## config.mk

```make
export PLATFORM = sky130hd
export DESIGN_NAME = hls_run_sequencer
export DESIGN_NICKNAME = d
export VERILOG_FILES = /design/src/rtl/hls_run_sequencer.sv
export SDC_FILE = /design/constraint.sdc
export NUM_CORES = 1
export LEC_CHECK = 0
export CORE_AREA = 2 2 158 160
export DETAILED_ROUTE_END_ITERATION = 12
export DIE_AREA = 0 0 160 162
export GPL_ROUTABILITY_DRIVEN = 1
export PLACE_DENSITY = 0.65
export SLEW_MARGIN = 25
export SYNTH_ARGS = -nofsm -noshare
export SYNTH_HDL_FRONTEND = slang
export SYNTH_SLANG_ARGS = --single-unit
```

## constraint.sdc

```tcl
create_clock -name clock -period 8.2 [get_ports clock]
set_clock_uncertainty 0.2 [all_clocks]
set_input_delay 2.46 -clock clock [delete_from_list [all_inputs] [get_ports clock]]
set_output_delay 2.46 -clock clock [all_outputs]
set_load 0.05 [all_outputs]
```

## src/rtl/hls_run_sequencer.sv

```systemverilog
// Run controller for a Bambu-generated accelerator: loads input words through
// slave RAM channel 0, starts the accelerator, times the run under a watchdog,
// then reads the results back and streams them out.
module hls_run_sequencer #(
   parameter int unsigned N_WORDS        = 100,
   parameter int unsigned BASE_ADDR      = 0,
   parameter int unsigned ADDR_W         = 9,
   parameter int unsigned DATA_W         = 64,
   parameter int unsigned SIZE_W         = 7,
   parameter int unsigned TIMEOUT_CYCLES = 200000000
) (
   input  logic                  clock,
   input  logic                  reset,
   input  logic                  cmd_start,
   output logic                  cmd_ready,
   input  logic                  in_valid,
   output logic                  in_ready,
   input  logic [31:0]           in_data,
   output logic                  out_valid,
   input  logic                  out_ready,
   output logic [31:0]           out_data,
   output logic                  busy,
   output logic                  run_done,
   output logic                  timeout_err,
   output logic [31:0]           run_cycles,
   output logic                  start_port,
   input  logic                  done_port,
   output logic [1:0]            S_oe_ram,
   output logic [1:0]            S_we_ram,
   output logic [2*ADDR_W-1:0]   S_addr_ram,
   output logic [2*DATA_W-1:0]   S_Wdata_ram,
   output logic [2*SIZE_W-1:0]   S_data_ram_size,
   input  logic [2*DATA_W-1:0]   Sout_Rdata_ram,
   input  logic [1:0]            Sout_DataRdy
);

   localparam int unsigned IDX_W = (N_WORDS > 1) ? $clog2(N_WORDS) : 1;
   localparam logic [IDX_W-1:0]  LAST_IDX = IDX_W'(N_WORDS - 1);
   localparam logic [31:0]       TIMEOUT  = 32'(TIMEOUT_CYCLES);
   localparam logic [31:0]       CNT_MAX  = '1;
   localparam logic [ADDR_W-1:0] ADDR_RST = ADDR_W'(BASE_ADDR);
   localparam logic [SIZE_W-1:0] ACC_SIZE = SIZE_W'(32);

   typedef enum logic [3:0] {
      S_IDLE, S_LOAD, S_WR, S_START, S_RUN, S_RD, S_OUT, S_DONE, S_TOUT
   } state_t;

   state_t            state_q, state_d;
   logic [IDX_W-1:0]  idx_q, idx_d;
   logic [31:0]       word_q, word_d;
   logic [31:0]       cnt_q, cnt_d, cnt_inc;
   logic [31:0]       run_cycles_q, run_cycles_d;
   logic              tout_q, tout_d;
   logic [31:0]       out_data_q, out_data_d;
   logic [ADDR_W-1:0] addr_q, addr_d;
   logic              cmd_ready_q, cmd_ready_d;
   logic              in_ready_q, out_valid_q, run_done_q, start_q, oe_q, we_q;
   logic              unused_inputs;

   // Next-state, datapath and registered-output decode
   always_comb begin
      state_d      = state_q;
      idx_d        = idx_q;
      word_d       = word_q;
      cnt_d        = cnt_q;
      run_cycles_d = run_cycles_q;
      tout_d       = tout_q;
      out_data_d   = out_data_q;
      cnt_inc      = (cnt_q == CNT_MAX) ? CNT_MAX : cnt_q + 32'd1;

      case (state_q)
         S_IDLE, S_DONE, S_TOUT: begin
            if (cmd_start) begin
               idx_d   = '0;
               tout_d  = 1'b0;
               state_d = S_LOAD;
            end
         end
         S_LOAD: begin
            if (in_valid) begin
               word_d  = in_data;
               state_d = S_WR;
            end
         end
         S_WR: begin
            if (Sout_DataRdy[0]) begin
               if (idx_q == LAST_IDX) begin
                  state_d = S_START;
               end else begin
                  idx_d   = idx_q + IDX_W'(1);
                  state_d = S_LOAD;
               end
            end
         end
         S_START: begin
            cnt_d   = 32'd1;
            state_d = S_RUN;
         end
         S_RUN: begin
            cnt_d = cnt_inc;
            // done wins over a timeout reached in the same cycle
            if (done_port) begin
               run_cycles_d = cnt_inc;
               idx_d        = '0;
               state_d      = S_RD;
            end else if (cnt_inc >= TIMEOUT) begin
               run_cycles_d = TIMEOUT;
               tout_d       = 1'b1;
               state_d      = S_TOUT;
            end
         end
         S_RD: begin
            if (Sout_DataRdy[0]) begin
               out_data_d = Sout_Rdata_ram[31:0];
               state_d    = S_OUT;
            end
         end
         S_OUT: begin
            if (out_ready) begin
               if (idx_q == LAST_IDX) begin
                  state_d = S_DONE;
               end else begin
                  idx_d   = idx_q + IDX_W'(1);
                  state_d = S_RD;
               end
            end
         end
         default: state_d = S_IDLE;
      endcase

      addr_d      = ADDR_W'(BASE_ADDR + (32'(idx_d) << 2));
      cmd_ready_d = (state_d == S_IDLE) || (state_d == S_DONE) || (state_d == S_TOUT);
   end

   // State, datapath and output registers with synchronous active-low reset
   always_ff @(posedge clock) begin
      if (!reset) begin
         state_q      <= S_IDLE;
         idx_q        <= '0;
         word_q       <= '0;
         cnt_q        <= '0;
         run_cycles_q <= '0;
         tout_q       <= 1'b0;
         out_data_q   <= '0;
         addr_q       <= ADDR_RST;
         cmd_ready_q  <= 1'b1;
         in_ready_q   <= 1'b0;
         out_valid_q  <= 1'b0;
         run_done_q   <= 1'b0;
         start_q      <= 1'b0;
         oe_q         <= 1'b0;
         we_q         <= 1'b0;
      end else begin
         state_q      <= state_d;
         idx_q        <= idx_d;
         word_q       <= word_d;
         cnt_q        <= cnt_d;
         run_cycles_q <= run_cycles_d;
         tout_q       <= tout_d;
         out_data_q   <= out_data_d;
         addr_q       <= addr_d;
         cmd_ready_q  <= cmd_ready_d;
         in_ready_q   <= (state_d == S_LOAD);
         out_valid_q  <= (state_d == S_OUT);
         run_done_q   <= (state_d == S_DONE) && (state_q != S_DONE);
         start_q      <= (state_d == S_START);
         oe_q         <= (state_d == S_RD);
         we_q         <= (state_d == S_WR);
      end
   end

   assign cmd_ready       = cmd_ready_q;
   assign busy            = ~cmd_ready_q;
   assign in_ready        = in_ready_q;
   assign out_valid       = out_valid_q;
   assign out_data        = out_data_q;
   assign run_done        = run_done_q;
   assign timeout_err     = tout_q;
   assign run_cycles      = run_cycles_q;
   assign start_port      = start_q;
   // Channel 1 is never used; channel 0 occupies the low half of each bus
   assign S_oe_ram        = {1'b0, oe_q};
   assign S_we_ram        = {1'b0, we_q};
   assign S_addr_ram      = {{ADDR_W{1'b0}}, addr_q};
   assign S_Wdata_ram     = {{DATA_W{1'b0}}, DATA_W'(word_q)};
   assign S_data_ram_size = {{SIZE_W{1'b0}}, ACC_SIZE};

   assign unused_inputs = ^{Sout_DataRdy[1], Sout_Rdata_ram[2*DATA_W-1:32]};

endmodule
```

==> flow_metrics.env <==
export IMPL_grt_util_all_layers_pct=16.0
export IMPL_critPathArrivalTime_ps=4850
export IMPL_fill_cells=2517
export IMPL_r2r_slack_ps=4140
export IMPL_post_route_drc_count=0
export IMPL_gp_congestion=0.857
export IMPL_num_io_pins=403
export IMPL_ys_async_sr_fraction_pct=0
export IMPL_netlist_instances=998
export IMPL_antenna_found_initial=0
export IMPL_yosys_area_top_type="dfxtp_1"
export IMPL_seq_power_share_pct=34.1
export IMPL_dp_cells=1441
export IMPL_start_kind="primary input"
export IMPL_core_um2=24100
export IMPL_switching_share_pct=40.7
export IMPL_r2r_cells=8
export IMPL_setup_viol=0
export IMPL_multiInputGateArea_um2=4020
export IMPL_p_leak_nw=3.50
export IMPL_intPower_mw=1.42
export IMPL_min_period_ps=4730
export IMPL_finalNonFillerCells=1473
export IMPL_htree_levels=4
export IMPL_pre_cts_slack_ps=2970
export IMPL_min_path_cells=2
export IMPL_synth_edf_count=0
export IMPL_synth_top_area_share_pct=37.8
export IMPL_ys_seq_area_share_pct=37.8
export IMPL_postSynthAreaPerCell_um2=7.80
export IMPL_hold_class="reg2reg"
export IMPL_cts_setup_buffers=0
export IMPL_worst_path_max_fanout=60
export IMPL_synth_top_flop_cell="dfxtp_1"
export IMPL_final_hold_violation_count=0
export IMPL_synth_area_leaders="dfxtp_1 (38%), buf_4 (12%), nand2_1 (8.4%)"
export IMPL_rows=57
export IMPL_pwr_share_comb_pct=32.3
export IMPL_min_delay_worst_endpoint="run_cycles[10]"
export IMPL_critPathKind="in2reg"
export IMPL_numCtsBuffers=17
export IMPL_status="complete, no violations"
export IMPL_peakVddDrop_uv=180
export IMPL_hpwl_um=14700
export IMPL_initial_core_util_pct=32.3
export IMPL_yosys_register_bits=147
export IMPL_synthesis_area_um2=7780
export IMPL_grt_pass1_vias=6421
export IMPL_netSwitchingPower_mw=0.979
export IMPL_setup_ws_ps=3470
export IMPL_r2r_start="cnt_q[9]"
export IMPL_ant_nets=0
export IMPL_hold_start="run_cycles[10]"
export IMPL_ys_warn_count=0
export IMPL_portBuffers=182
export IMPL_timing_rr_end="run_cycles[23]"
export IMPL_vias=6991
export IMPL_power_density_nw_per_um2=242
export IMPL_overflow=0
export IMPL_layout_nets=1306
export IMPL_num_antenna_cells=0
export IMPL_die_w_um=160
export IMPL_cp_end_kind="flip-flop"
export IMPL_hold_buffers=0
export IMPL_drv_cap=0
export IMPL_post_route_period_util_pct=57.6
export IMPL_clk_latency_ps=430
export IMPL_setup_tns_ps=0
export IMPL_grt_pass1_wl_um=33900
export IMPL_path_clk_slew_ps=60
export IMPL_grt_start_max_net_pins=61
export IMPL_clock_sinks=147
export IMPL_clock_power_share_pct=33.5
export IMPL_slew_headroom_pct=36.3
export IMPL_die_height_um=162
export IMPL_die_area_um2=25900
export IMPL_crit_required_ps=8320
export IMPL_area_growth_pct=27.6
export IMPL_tightestPinTransition_ps=956
export IMPL_cts_resized=0
export IMPL_rsz0062_at_grt="false"
export IMPL_drive_gt1_share_pct=5.83
export IMPL_netlist_cell_type_count=68
export IMPL_fmax_mhz=212
export IMPL_cts_root_buf="clkbuf_16"
export IMPL_clockBufferDepth=2
export IMPL_drt_first_iter_violations=363
export IMPL_wirelength_um=21500
export IMPL_slew_viol_final=0
export IMPL_cts_tree="done"
export IMPL_ff_latch_area_um2=2940
export IMPL_firstDrtPassIters=5
export IMPL_wl_per_cell_um=14.6
export IMPL_drt_vias_per_instance=4.75
placed cells by master (no fill, tap or decap), types with 3 or more instances in the layout:
cell type / instances
o31ai_1: 3
a31oi_1: 9
and3_1: 9
and4_1: 6
or2_2: 5
nor2_1: 58
nor3_1: 9
and2_1: 6
a21oi_1: 125
clkdlybuf4s50_1: 181
nor4_2: 4
buf_4: 12
o211ai_1: 12
or3_1: 5
inv_6: 4
nor2b_1: 3
o21ai_0: 39
o31a_1: 3
a22oi_1: 5
clkbuf_16: 17
inv_8: 6
nand3b_1: 12
nand3_1: 27
inv_1: 12
o221a_1: 10
nand4_1: 13
nand2_1: 175
nor4_1: 13
xor2_1: 9
mux2i_1: 5
dfxtp_1: 147
o22ai_1: 4
conb_1: 123
xnor2_1: 13
o21ai_1: 13
a21o_1: 4
worst max-delay path, stage by stage:
cell      delay (ps)
buf_2             70
buf_4            450
clkinv_2         820
buf_4            610
a31oi_1          220
o31ai_1           90
o21a_1           100
worst max path at each step:
stage	from	endpoint	slack (ps)	depth (start not counted)
detailed placement	done_port	addr_q[7]	2970	7
global placement	done_port	addr_q[8]	2980	7
finish	reset	cmd_ready	3470	7
global route	reset	cmd_ready	3250	7
CTS	done_port	addr_q[7]	3410	7
floorplan	done_port	addr_q[7]	3780	6
synth_stat cells, types with 13 or more instances:
| cell type | instances |
|---|---|
| a21oi_1 | 125 |
| buf_4 | 126 |
| clkbuf_1 | 64 |
| dfxtp_1 | 147 |
| nand2_1 | 175 |
| nand3_1 | 27 |
| nand4_1 | 13 |
| nor2_1 | 58 |
| nor4_1 | 13 |
| o21ai_0 | 39 |
| o21ai_1 | 13 |
| xnor2_1 | 13 |
flip-flops by register name, summed over array words and instances, names as in the netlist:
name         cells
out_data        32
out_valid        1
run_cycles      32
start_port       1
run_done         1
cnt_q           32
we_q             1
oe_q             1
addr_q           7
timeout_err      1
state_q          4
cmd_ready        1
word_q          32
in_ready         1
cells by family after synthesis:
kind of cell / after synthesis / share of synthesized area [%]
AND/OR/NAND/NOR: 357 / 22.0
AO/OA/AOI/OAI: 251 / 19.8
buffers and inverters: 209 / 16.5
flip-flops: 147 / 37.8
XOR/XNOR: 22 / 2.48
multiplexers: 8 / 1.08
adder cells (fa/ha/maj): 2 / 0.321
other: 2 / 0.0965
power by group through the flow:
stage	Clock (mW)	Combinational, mW	Sequential [mW]
after global routing	0.856	0.835	0.829
after floorplan	0	0.462	0.972
after detailed placement	0	0.774	0.836
after CTS	0.827	0.777	0.821
after global placement	0	0.771	0.832
final	0.806	0.778	0.821
stage by stage:
| step | hold WS, ps | cell area, µm² | total power, mW | utilization, % |
|---|---|---|---|---|
| 2_1_floorplan | 258 | 8240 | 1.43 | - |
| 3_3_place_gp | 240 | 9320 | 1.60 | 38.6 |
| 3_5_place_dp | 243 | 9320 | 1.61 | 38.6 |
| 4_1_cts | 252 | 9920 | 2.42 | 41.2 |
| 5_1_grt | 266 | 9930 | 2.52 | 41.2 |
| 6_report | 248 | 9930 | 2.40 | 41.2 |
routing by layer:
layer / track usage (%) / vias up / part of all wire, %
met2: 26.6 / 234 / 49
li1: - / 3477 / -
met1: 19.8 / 3254 / 42
met4: 5.24 / 0 / 1.8
met5: 0 / - / 0
met3: 5.11 / 26 / 7.3
cell type report:
type / instances / share of cell area, %
repair buffers: 194 / 19.2
clock inverters: 15 / 1.81
well taps: 324 / 4.08
clock buffers: 17 / 4.28
flip-flops and latches: 147 / 29.6
multi-input cells: 763 / 40.5
inverters: 13 / 0.504
Power figures use the tool's default switching activity.
